File: src/rtl/wave_pkg.sv
// Shared types for the wave sample RAM arbiter.
//   WAVE_ADDR_WIDTH : full wave RAM address width (MSB selects buffer half)
//   WAVE_DATA_WIDTH : sample width
//   wr_entry_t      : one queued capture write {addr, data}
package wave_pkg;

    localparam int WAVE_ADDR_WIDTH = 9;
    localparam int WAVE_DATA_WIDTH = 8;

    typedef struct packed {
        logic [WAVE_ADDR_WIDTH-1:0] addr;
        logic [WAVE_DATA_WIDTH-1:0] data;
    } wr_entry_t;

endpackage

File: src/rtl/wave_ram_arbiter_if.sv
// Bus bundle between the wave RAM arbiter and its neighbours.
// Groups the capture write channel, the display read channel, the RAM port and
// the collision debug counter.
//   slave  : arbiter side
//   master : environment side (capture writer, display reader, RAM)
interface wave_ram_arbiter_if #(
    parameter int ADDR_WIDTH = 9,
    parameter int DATA_WIDTH = 8,
    parameter int CNT_WIDTH  = 16
);
    // capture write channel
    logic                  wr_valid;
    logic [ADDR_WIDTH-1:0] wr_addr;
    logic [DATA_WIDTH-1:0] wr_data;
    logic                  wr_ready;
    // display read channel
    logic                  read_index;
    logic                  rd_req;
    logic [ADDR_WIDTH-2:0] rd_addr;
    logic                  rd_ready;
    logic                  rd_valid;
    logic [DATA_WIDTH-1:0] rd_data;
    // single-port RAM
    logic [ADDR_WIDTH-1:0] ram_addr;
    logic                  ram_we;
    logic [DATA_WIDTH-1:0] ram_wdata;
    logic [DATA_WIDTH-1:0] ram_rdata;
    // debug
    logic [CNT_WIDTH-1:0]  collision_count;

    modport slave (
        input  wr_valid, wr_addr, wr_data, read_index, rd_req, rd_addr, ram_rdata,
        output wr_ready, rd_ready, rd_valid, rd_data, ram_addr, ram_we, ram_wdata,
               collision_count
    );

    modport master (
        output wr_valid, wr_addr, wr_data, read_index, rd_req, rd_addr, ram_rdata,
        input  wr_ready, rd_ready, rd_valid, rd_data, ram_addr, ram_we, ram_wdata,
               collision_count
    );

endinterface

File: src/rtl/wave_wr_fifo.sv
// Two-entry synchronous skid FIFO for capture writes.
//   clk, reset : clock, synchronous active-low reset (empties the FIFO)
//   push, din  : enqueue din (ignored when full)
//   pop        : drop the head entry (ignored when empty)
//   head       : oldest entry, valid while !empty
//   full/empty : occupancy flags
module wave_wr_fifo
    import wave_pkg::*;
(
    input  logic      clk,
    input  logic      reset,
    input  logic      push,
    input  wr_entry_t din,
    input  logic      pop,
    output wr_entry_t head,
    output logic      full,
    output logic      empty
);

    wr_entry_t  mem [2];
    logic       wr_ptr;
    logic       rd_ptr;
    logic [1:0] count;
    logic       do_push;
    logic       do_pop;

    assign full    = (count == 2'd2);
    assign empty   = (count == 2'd0);
    assign do_push = push && !full;
    assign do_pop  = pop && !empty;
    assign head    = mem[rd_ptr];

    always_ff @(posedge clk) begin
        if (!reset) begin
            wr_ptr <= 1'b0;
            rd_ptr <= 1'b0;
            count  <= 2'd0;
        end else begin
            if (do_push) begin
                mem[wr_ptr] <= din;
                wr_ptr      <= ~wr_ptr;
            end
            if (do_pop)
                rd_ptr <= ~rd_ptr;
            // simultaneous push+pop leaves occupancy unchanged
            case ({do_push, do_pop})
                2'b10:   count <= count + 2'd1;
                2'b01:   count <= count - 2'd1;
                default: ;
            endcase
        end
    end

endmodule

File: src/rtl/wave_ram_arbiter.sv
// Arbiter for the single-port wave sample RAM shared by the capture writer and
// the display reader. Display reads win by default; capture writes queue in a
// 2-entry FIFO and a read-streak limiter forces a write slot after
// MAX_READ_STREAK back-to-back reads while writes are waiting. Writes landing
// in the half the display currently owns are counted (saturating) for debug.
//   clk, reset : clock, synchronous active-low reset
//   bus        : write channel, read channel, RAM port, collision counter
// RAM signals are registered; read data returns two cycles after acceptance.
module wave_ram_arbiter
    import wave_pkg::*;
#(
    parameter int ADDR_WIDTH      = WAVE_ADDR_WIDTH,
    parameter int DATA_WIDTH      = WAVE_DATA_WIDTH,
    parameter int MAX_READ_STREAK = 4,
    parameter int CNT_WIDTH       = 16
) (
    input  logic               clk,
    input  logic               reset,
    wave_ram_arbiter_if.slave  bus
);

    localparam int STREAK_W = $clog2(MAX_READ_STREAK + 1);

    // FIFO interface
    wr_entry_t push_entry;
    wr_entry_t head;
    logic      fifo_full;
    logic      fifo_empty;
    logic      push;

    // arbitration
    logic      wr_ready;
    logic      rd_ready;
    logic      force_wr;
    logic      grant_rd;
    logic      grant_wr;
    logic      collide;

    // state
    logic [STREAK_W-1:0]   streak;
    logic [1:0]            vld_pipe;
    logic [CNT_WIDTH-1:0]  coll_cnt;
    logic [ADDR_WIDTH-1:0] ram_addr_q;
    logic                  ram_we_q;
    logic [DATA_WIDTH-1:0] ram_wdata_q;

    // ---------------------------------------------------------------- FIFO
    assign push_entry.addr = bus.wr_addr;
    assign push_entry.data = bus.wr_data;

    // Both ready outputs are held low during reset so nothing is accepted
    // into state that the reset edge is about to clear.
    assign wr_ready = reset && !fifo_full;
    assign push     = bus.wr_valid && wr_ready;

    wave_wr_fifo u_fifo (
        .clk   (clk),
        .reset (reset),
        .push  (push),
        .din   (push_entry),
        .pop   (grant_wr),
        .head  (head),
        .full  (fifo_full),
        .empty (fifo_empty)
    );

    // --------------------------------------------------------- arbitration
    // The FIFO is never bypassed: a write pushed this cycle only becomes
    // visible as head on the next cycle, adding one cycle of write latency.
    assign force_wr = !fifo_empty && (streak == STREAK_W'(MAX_READ_STREAK));
    assign rd_ready = reset && !force_wr;
    assign grant_rd = bus.rd_req && rd_ready;
    assign grant_wr = !fifo_empty && !grant_rd;
    assign collide  = grant_wr && (head.addr[ADDR_WIDTH-1] == bus.read_index);

    // ------------------------------------------------------ registered side
    always_ff @(posedge clk) begin
        if (!reset) begin
            ram_addr_q  <= '0;
            ram_we_q    <= 1'b0;
            ram_wdata_q <= '0;
            vld_pipe    <= '0;
            streak      <= '0;
            coll_cnt    <= '0;
        end else begin
            vld_pipe <= {vld_pipe[0], grant_rd};
            ram_we_q <= grant_wr;

            // idle cycles keep address/data stable to avoid needless toggling
            if (grant_rd) begin
                ram_addr_q <= {bus.read_index, bus.rd_addr};
            end else if (grant_wr) begin
                ram_addr_q  <= head.addr;
                ram_wdata_q <= head.data;
            end

            // streak only matters while a write is waiting
            if (fifo_empty || grant_wr)
                streak <= '0;
            else if (grant_rd && streak != STREAK_W'(MAX_READ_STREAK))
                streak <= streak + STREAK_W'(1);

            // the write still proceeds; the counter is debug only
            if (collide && coll_cnt != '1)
                coll_cnt <= coll_cnt + CNT_WIDTH'(1);
        end
    end

    // ------------------------------------------------------------- outputs
    assign bus.wr_ready        = wr_ready;
    assign bus.rd_ready        = rd_ready;
    assign bus.rd_valid        = vld_pipe[1];
    assign bus.rd_data         = bus.ram_rdata;
    assign bus.ram_addr        = ram_addr_q;
    assign bus.ram_we          = ram_we_q;
    assign bus.ram_wdata       = ram_wdata_q;
    assign bus.collision_count = coll_cnt;

endmodule

File: src/flat_wrapper.sv
// flat-port wrapper written by rule: the top's interface ports become plain ports
module wave_ram_arbiter_flat import wave_pkg::*;
#(
    parameter int ADDR_WIDTH      = WAVE_ADDR_WIDTH,
    parameter int DATA_WIDTH      = WAVE_DATA_WIDTH,
    parameter int MAX_READ_STREAK = 4,
    parameter int CNT_WIDTH       = 16
)
  (clk, reset, bus_wr_valid, bus_wr_addr, bus_wr_data, bus_read_index, bus_rd_req, bus_rd_addr, bus_ram_rdata, bus_wr_ready, bus_rd_ready, bus_rd_valid, bus_rd_data, bus_ram_addr, bus_ram_we, bus_ram_wdata, bus_collision_count);
  wave_ram_arbiter_if #(.ADDR_WIDTH(ADDR_WIDTH), .DATA_WIDTH(DATA_WIDTH), .CNT_WIDTH(CNT_WIDTH)) bus_i ();
  input  logic clk;
  input  logic reset;
  input wire logic [$bits(bus_i.wr_valid)-1:0] bus_wr_valid;
  input wire logic [$bits(bus_i.wr_addr)-1:0] bus_wr_addr;
  input wire logic [$bits(bus_i.wr_data)-1:0] bus_wr_data;
  input wire logic [$bits(bus_i.read_index)-1:0] bus_read_index;
  input wire logic [$bits(bus_i.rd_req)-1:0] bus_rd_req;
  input wire logic [$bits(bus_i.rd_addr)-1:0] bus_rd_addr;
  input wire logic [$bits(bus_i.ram_rdata)-1:0] bus_ram_rdata;
  output wire logic [$bits(bus_i.wr_ready)-1:0] bus_wr_ready;
  output wire logic [$bits(bus_i.rd_ready)-1:0] bus_rd_ready;
  output wire logic [$bits(bus_i.rd_valid)-1:0] bus_rd_valid;
  output wire logic [$bits(bus_i.rd_data)-1:0] bus_rd_data;
  output wire logic [$bits(bus_i.ram_addr)-1:0] bus_ram_addr;
  output wire logic [$bits(bus_i.ram_we)-1:0] bus_ram_we;
  output wire logic [$bits(bus_i.ram_wdata)-1:0] bus_ram_wdata;
  output wire logic [$bits(bus_i.collision_count)-1:0] bus_collision_count;
  assign bus_i.wr_valid = bus_wr_valid;
  assign bus_i.wr_addr = bus_wr_addr;
  assign bus_i.wr_data = bus_wr_data;
  assign bus_i.read_index = bus_read_index;
  assign bus_i.rd_req = bus_rd_req;
  assign bus_i.rd_addr = bus_rd_addr;
  assign bus_i.ram_rdata = bus_ram_rdata;
  assign bus_wr_ready = bus_i.wr_ready;
  assign bus_rd_ready = bus_i.rd_ready;
  assign bus_rd_valid = bus_i.rd_valid;
  assign bus_rd_data = bus_i.rd_data;
  assign bus_ram_addr = bus_i.ram_addr;
  assign bus_ram_we = bus_i.ram_we;
  assign bus_ram_wdata = bus_i.ram_wdata;
  assign bus_collision_count = bus_i.collision_count;
  wave_ram_arbiter #(.ADDR_WIDTH(ADDR_WIDTH), .DATA_WIDTH(DATA_WIDTH), .MAX_READ_STREAK(MAX_READ_STREAK), .CNT_WIDTH(CNT_WIDTH)) u_core (.clk(clk), .reset(reset), .bus(bus_i));
endmodule
File: config.mk
export PLATFORM = sky130hd
export DESIGN_NAME = wave_ram_arbiter_flat
export DESIGN_NICKNAME = d
export VERILOG_FILES = /design/src/rtl/wave_pkg.sv /design/src/rtl/wave_ram_arbiter_if.sv /design/src/rtl/wave_wr_fifo.sv /design/src/rtl/wave_ram_arbiter.sv /design/src/flat_wrapper.sv
export SDC_FILE = /design/constraint.sdc
export NUM_CORES = 1
export LEC_CHECK = 0
export ABC_AREA = 1
export CAP_MARGIN = 10
export CORE_MARGIN = 3
export CORE_UTILIZATION = 25
export DETAILED_ROUTE_END_ITERATION = 10
export HOLD_SLACK_MARGIN = 0.06
export PLACE_DENSITY = 0.49
export SYNTH_ARGS = -nofsm -noshare
export SYNTH_HDL_FRONTEND = slang
export SYNTH_HIERARCHICAL = 1
export SYNTH_SLANG_ARGS = --single-unit
File: constraint.sdc
create_clock -name clk -period 6.7 [get_ports clk]
set_input_delay 1.34 -clock clk [delete_from_list [all_inputs] [get_ports clk]]
set_output_delay 1.34 -clock clk [all_outputs]
set_load 0.03 [all_outputs]
==> summary.md, run 1 <==
| Metric | Value |
|---|---|
| Worst Path Arrival | 3690 ps |
| Complex-gate fraction of the synthesized area | 7.17% |
| Vias per cell | 4.28 |
| Mux contribution to synthesized area | 5.40% |
| Post-layout min period | 5030 ps |
| First-pass GRT wire length | 13200 µm |
| Cell mode on critical path | clkdlybuf4s50_1 |
| Worst-path clk slew | 60 ps |
| CTS resizes | 0 |
| Die area | 0.0156 mm² |
| Fmax | 199 MHz |
| Commonest non-fill, non-tap cells in the layout | 83 x nand2_1, 66 x clkdlybuf4s50_1, 49 x nor2_1 |
| Vias in the first global route | 2652 |
| Netlist cell types | 33 |
| Final slew viol count | 0 |
| I/O Pins | 83 |
| Worst path slowest cell | clkdlybuf4s50_1 |
| RePlAce Congestion | 0.731 |
| Post-Layout Cell Count | 623 |
| Int Power | 0.917 mW |
| Period Utilization, post-route | 75.1% |
| Port bufs | 66 |
| Post-Synth Simple-Gate Area | 22.7% |
| Worst-Margin Slew | 880 ps |
| Pre-CTS setup slack | 1570 ps |
| Htree depth | 3 |
| DRT Pass-1 Iters | 4 |
| Slew Limit Headroom | 41.3% |
| Clock buffer depth | 2 |
| PD cells | 265 mW/mm² |
| Die Height | 125 µm |
| Vias | 2668 |
| Clock Latency Late Sink | 340 ps |
| Final setup fails | 0 |
| Max stage delay on crit path | 710 ps |
| Largest family of logic cells by synthesized area | simple AND/OR/NAND/NOR gates |
| Drt drc | 0 |
| Share of layout cells above drive strength 1 | 11.9% |
| Detailed Place HPWL | 5600 µm |
| Syn Inst Count | 380 |
| Pin count of the biggest net entering global routing | 30 |
| Fin worst setup slack | 1670 ps |
| Rows | 42 |
| CP Class | primary input to primary output |
| Number of buffers and inverters on the critical path | 4 |
| Synth Register Bits | 78 |
| Setup TNS | 0 ps |
| Number of max-cap violations | 0 |
| Most common cell after layout, fill and taps aside | nand2_1 |
| Layout area overhead | 30.4% |
| CTS tree | built |
| Sw Share | 25.3% |
| Lkg Pwr | 1.73 nW |
| All-Layer GR Usage | 10.7% |
| Syn Area/Cell | 9.33 µm² |
| Yosys Warn Count | 6 |
| Diodes inserted | 0 |
| Initial DRC Count | 160 |
| Cell Area, Synth | 0.00354 mm² |
| Initial core utilization | 26.1% |
| Chip Width | 125 µm |
| Post-Synth Adder-Cell Area | 1.41% |
| Hold_buf cts | 0 |
| Layout Skew | 6.29 ps |
| Switching power | 0.310 mW |
| Tightest Hold Check Type | flip-flop to flip-flop |
| Clock tree root buffer cell | clkbuf_16 |
| Per-cell routed wire length | 13.1 µm |
| Delay-heaviest family, CP | buffers and inverters |
| Max VDD drop | 137 µV |
| CTS sink cnt | 78 |
| Final hold viol count | 0 |
| Final nets | 484 |
| Final wirelength | 8140 µm |
| Crit end category | primary output |
| Clock network power share | 42.4% |
| Syn Nets | 422 |
| Final ANT Viol Nets | 0 |
| Sequence of cells on the critical path | clkdlybuf4s50_1 > buf_4 > clkinv_1 > a21oi_1 > clkdlybuf4s50_1 |
| Xor/xnor share of the synthesized area | 1.98% |
| Core area | 0.0136 mm² |
| Grt ovf | 0 |
| Sequential share of the synthesized area | 53.7% |
| CP startpoint kind | primary input |
| Total CTS buffers | 9 |
| Combinational power share | 13.8% |
| RSZ-0062 raised after global routing | no |
| Status | finished, final reports clean |
| CP Data Required Time | 5360 ps |
| Crit-path max FO | 29 |
| Initial antenna violation count | 0 |
| Placed cells | 607 |
| Sequential fraction of design power | 43.8% |
| Postcts setup bufs | 0 |
## synthesized netlist by cell type, drive strengths merged
cell | instances | area (µm²)
a31oi | 2 | 12.5
edfxtp | 34 | 1020
o31ai | 1 | 7.51
nand3 | 21 | 148
nor3b | 2 | 20.0
buf | 15 | 133
xnor2 | 5 | 43.8
clkbuf | 3 | 11.3
nor2 | 54 | 249
nand4 | 6 | 37.5
mux2 | 17 | 191
o21ai | 28 | 144
clkinv | 1 | 3.75
ha | 4 | 50.1
dfxtp | 44 | 881
a21oi | 18 | 90.1
inv | 33 | 126
xor2 | 3 | 26.3
nor3 | 4 | 20.0
nand2 | 85 | 329
## path summary, 6_finish.rpt
path	start	end	slack [ps]	cells past startpoint
worst max-delay path	reset	bus_rd_ready	1670	5
worst min-delay path	u_core/vld_pipe[0]$_SDFF_PN0_	u_core/vld_pipe[1]$_SDFF_PN0_	410	2
worst max register to register	u_core/u_fifo/count[0]$_SDFFE_PN0P_	u_core/u_fifo/count[1]$_SDFFE_PN0P_	4210	16
worst min register to register	u_core/vld_pipe[0]$_SDFF_PN0_	u_core/vld_pipe[1]$_SDFF_PN0_	410	2
## area by class of cell
class | count | area (µm²)
fill | 1396 | 8930
sequential | 78 | 1900
multi-input combinational | 250 | 1370
timing repair buffer | 69 | 683
clock buffer | 11 | 233
tap | 176 | 220
inverter | 34 | 130
clock inverter | 5 | 81.3
## worst reg2reg max path: stages, from the launching register on
cell and delay (ps):
dfxtp_1 410, inv_2 80, nand2_1 110, inv_2 90
inv_4 130, nand3_4 80, nand3_4 100, inv_2 140
nor2_4 420, inv_1 140, nor2_4 140, ha_1 250
inv_1 80, nand2_1 50, nor2_1 80, nor2_1 50
nor2_1 90
## through the flow
step                      power [mW]  cell area (µm²)  utilization (%)  hold slack, ps
final                           1.23             4620             34.1             412
after global routing            1.28             4620             34.1             442
after CTS                       1.25             4620             34.1             413
after detailed placement       0.718             4310             31.8             399
after global placement         0.717             4310             31.8             400
after floorplan                0.657             3540                -             390
## routing by layer
| layer | wire length, µm | global-route usage, % |
|---|---|---|
| met5 | 0 | 0 |
| met1 | 3790 | 13.8 |
| met3 | 669 | 5.20 |
| met2 | 3610 | 15.6 |
| met4 | 68 | 3.70 |
## cells by family after synthesis
| group | after synthesis |
|---|---|
| xor gates and xnor gates | 8 |
| muxes | 17 |
| DFF | 78 |
| buffers and inverters | 52 |
| AOI/OAI and AO/OA | 49 |
| and+or+nand+nor | 172 |
| adders and majority gates | 4 |
## power by group through the flow
| stage | Clock, mW | Combinational [mW] | Sequential, mW |
|---|---|---|---|
| after detailed placement | 0 | 0.171 | 0.547 |
| after floorplan | 0 | 0.0856 | 0.571 |
| after global routing | 0.560 | 0.186 | 0.539 |
| after global placement | 0 | 0.169 | 0.547 |
| after CTS | 0.538 | 0.172 | 0.537 |
| final | 0.520 | 0.170 | 0.536 |
## registers in the layout, indices dropped and copies added (netlist names), named ones only
signal	flops
u_core/bus.collision_count	16
u_core/bus.ram_addr	9
u_core/bus.ram_wdata	8
u_core/bus.ram_we	1
u_core/streak	3
u_core/u_fifo/count	2
u_core/u_fifo/mem	34
u_core/u_fifo/rd_ptr	1
u_core/u_fifo/wr_ptr	1
u_core/vld_pipe	2
Power figures use the tool's default switching activity.
==> run 2: changes to the inputs <==
--- a/config.mk
+++ b/config.mk
@@ -11,7 +11,7 @@
 export CORE_UTILIZATION = 25
 export DETAILED_ROUTE_END_ITERATION = 10
 export HOLD_SLACK_MARGIN = 0.06
-export PLACE_DENSITY = 0.49
+export PLACE_DENSITY = 0.5
 export SYNTH_ARGS = -nofsm -noshare
 export SYNTH_HDL_FRONTEND = slang
 export SYNTH_HIERARCHICAL = 1
==> constraint.sdc (replaced) <==
create_clock -name clk -period 4.39 [get_ports clk]
set_input_delay 0.878 -clock clk [delete_from_list [all_inputs] [get_ports clk]]
set_output_delay 0.878 -clock clk [all_outputs]
set_load 0.03 [all_outputs]
==> run 2 against run 1 <==
- wire length decreased by 1.8%
- combinational power increased by 51%
- critical path depth decreased by 1
- die area unchanged
- hold slack improved by 12 ps
- non-clock buffer count unchanged
- setup slack got worse by 540 ps
- cell area decreased by 0.16%
- critical path type unchanged
- largest power group unchanged
==> summary.md, run 2 (synthesis results as in run 1) <==
| Metric | Value |
|---|---|
| Setup TNS | 0 ps |
| Number of max-cap violations | 0 |
| Tightest Hold Check Type | flip-flop to flip-flop |
| All-Layer GR Usage | 10.6% |
| Pin count of the biggest net entering global routing | 29 |
| Crit end category | primary output |
| Commonest non-fill, non-tap cells in the layout | 83 x nand2_1, 64 x clkdlybuf4s50_1, 49 x nor2_1 |
| DRT Pass-1 Iters | 4 |
| Max VDD drop | 169 µV |
| Detailed Place HPWL | 5700 µm |
| Vias in the first global route | 2688 |
| Number of fill cells | 1427 |
| Most flops, register | u_core/u_fifo/mem |
| Placed cells | 607 |
| Total CTS buffers | 9 |
| Final setup fails | 0 |
| Grt ovf | 0 |
| Final hold viol count | 0 |
| Drt drc | 0 |
| Max reg flops | 34 |
| CP Data Required Time | 3510 ps |
| Post-Layout Cell Count | 623 |
| GRT busiest layer | met2 |
| Final ANT Viol Nets | 0 |
| Initial core utilization | 26.1% |
| Crit path depth | 4 |
| Post-route cell area | 0.00462 mm² |
| Number of buffers and inverters on the critical path | 3 |
| Multi-input gate area | 0.00137 mm² |
| Fmax | 306 MHz |
| Vias | 2660 |
| Hold_sp | u_core/vld_pipe[0]$_SDFF_PN0_ |
| Postcts setup bufs | 0 |
| Die area | 0.0156 mm² |
| Layout area overhead | 30.2% |
| Worst reg2reg path endpoint | u_core/bus.collision_count[6]$_SDFFE_PN0P_ |
| Chip Width | 125 µm |
| Sequence of cells on the critical path | clkdlybuf4s50_1 > clkinv_1 > a21oi_1 > buf_12 |
| Crit-path max FO | 18 |
| Worst reg-to-reg path cell count | 6 |
| CTS sink cnt | 78 |
| Initial DRC Count | 108 |
| Placed standard-cell area | 0.00432 mm² |
| Core area | 0.0136 mm² |
| Final nets | 484 |
| Fin util | 34.0% |
| Most common cell after layout, fill and taps aside | nand2_1 |
| Max stage delay on crit path | 480 ps |
| CP Class | primary input to primary output |
| Clock buffer depth | 2 |
| Status | finished, final reports clean |
| First-pass GRT wire length | 13500 µm |
| Slew Limit Headroom | 48.7% |
| Worst-Margin Slew | 769 ps |
| Worst path slowest cell | clkdlybuf4s50_1 |
| Clock tree root buffer cell | clkbuf_16 |
| Post-layout min period | 3260 ps |
| RePlAce Congestion | 0.748 |
| Worst Path Arrival | 2380 ps |
| RSZ-0062 raised after global routing | no |
| Lkg Pwr | 1.73 nW |
| Met1 Track Usage GR | 13.0% |
| Register area | 0.00190 mm² |
| Layout Skew | 9.35 ps |
| Fin worst setup slack | 1130 ps |
| I/O Pins | 83 |
| Diodes inserted | 0 |
| Delay-heaviest family, CP | buffers and inverters |
| Vias per cell | 4.27 |
| Final slew viol count | 0 |
| PD cells | 392 mW/mm² |
| Share of layout cells above drive strength 1 | 12.8% |
| Per-cell routed wire length | 12.8 µm |
| Pre-CTS setup slack | 1060 ps |
| Grt met3 use | 3.45% |
| Clock Latency Late Sink | 330 ps |
| Htree depth | 3 |
| Rows | 42 |
| Min-Delay Endpoint | u_core/vld_pipe[1]$_SDFF_PN0_ |
| Worst-path clk slew | 60 ps |
| Die Height | 125 µm |
| Period Utilization, post-route | 74.3% |
| CP startpoint kind | primary input |
| CTS tree | built |
| Setup slack, reg-to-reg | 1900 ps |
| Hold_buf cts | 0 |
| GR Util met2 | 17.7% |
| Port bufs | 66 |
| Initial antenna violation count | 1 |
| Final wirelength | 8000 µm |
| CTS resizes | 0 |
| Hold Path Depth | 2 |
-- run 2: cell types whose count changed in the layout (fill, tap and decap cells not counted), sizes merged --
cell / change
buf: +2
bufinv: -1
clkbuf: -1
clkdlybuf4s50: -2
clkinv: +3
inv: -1
-- run 2: worst max-delay path by stage --
stage | to | slack (ps) | start
after floorplan | u_core/u_fifo/mem[1][0]$_DFFE_PP_ | 1380 | reset
after global routing | bus_rd_ready | 960 | reset
after CTS | bus_rd_ready | 1060 | reset
after detailed placement | bus_rd_ready | 1060 | reset
after global placement | bus_rd_ready | 1110 | reset
final | bus_rd_ready | 1130 | reset
-- run 2: through the flow --
stage               power, mW  hold WS (ps)
floorplan                1.00           390
global placement         1.09           406
detailed placement       1.09           404
CTS                      1.85           426
global route             1.90           454
finish                   1.81           424
-- run 2: layer usage --
metal	vias up	share of wire, %
met2	56	48
met1	1214	45
met3	10	5.4
met4	2	1.1
li1	1378	-
met5	-	0.11
-- run 2: where the power goes --
part | internal [mW] | leakage (nW) | switching, mW
Combinational | 0.105 | 0.915 | 0.151
Sequential | 0.794 | 0.667 | 0.0252
Clock | 0.444 | 0.147 | 0.291
Total | 1.34 | 1.73 | 0.468
-- run 2: worst reg2reg max path: stages (launching register included) --
cell	delay, ps
dfxtp_1	820
mux2_2	440
xnor2_1	290
nand3_4	240
nor2_4	350
nand2_1	90
a21oi_1	180
-- run 2: layout make-up --
type                       count  share of cell area, %
clock buffer                  10                   4.96
clock inverter                 6                   1.52
inverter                      34                   2.82
multi-input combinational    250                   29.8
sequential                    78                   41.2
tap                          176                   4.77
timing repair buffer          69                   15.0
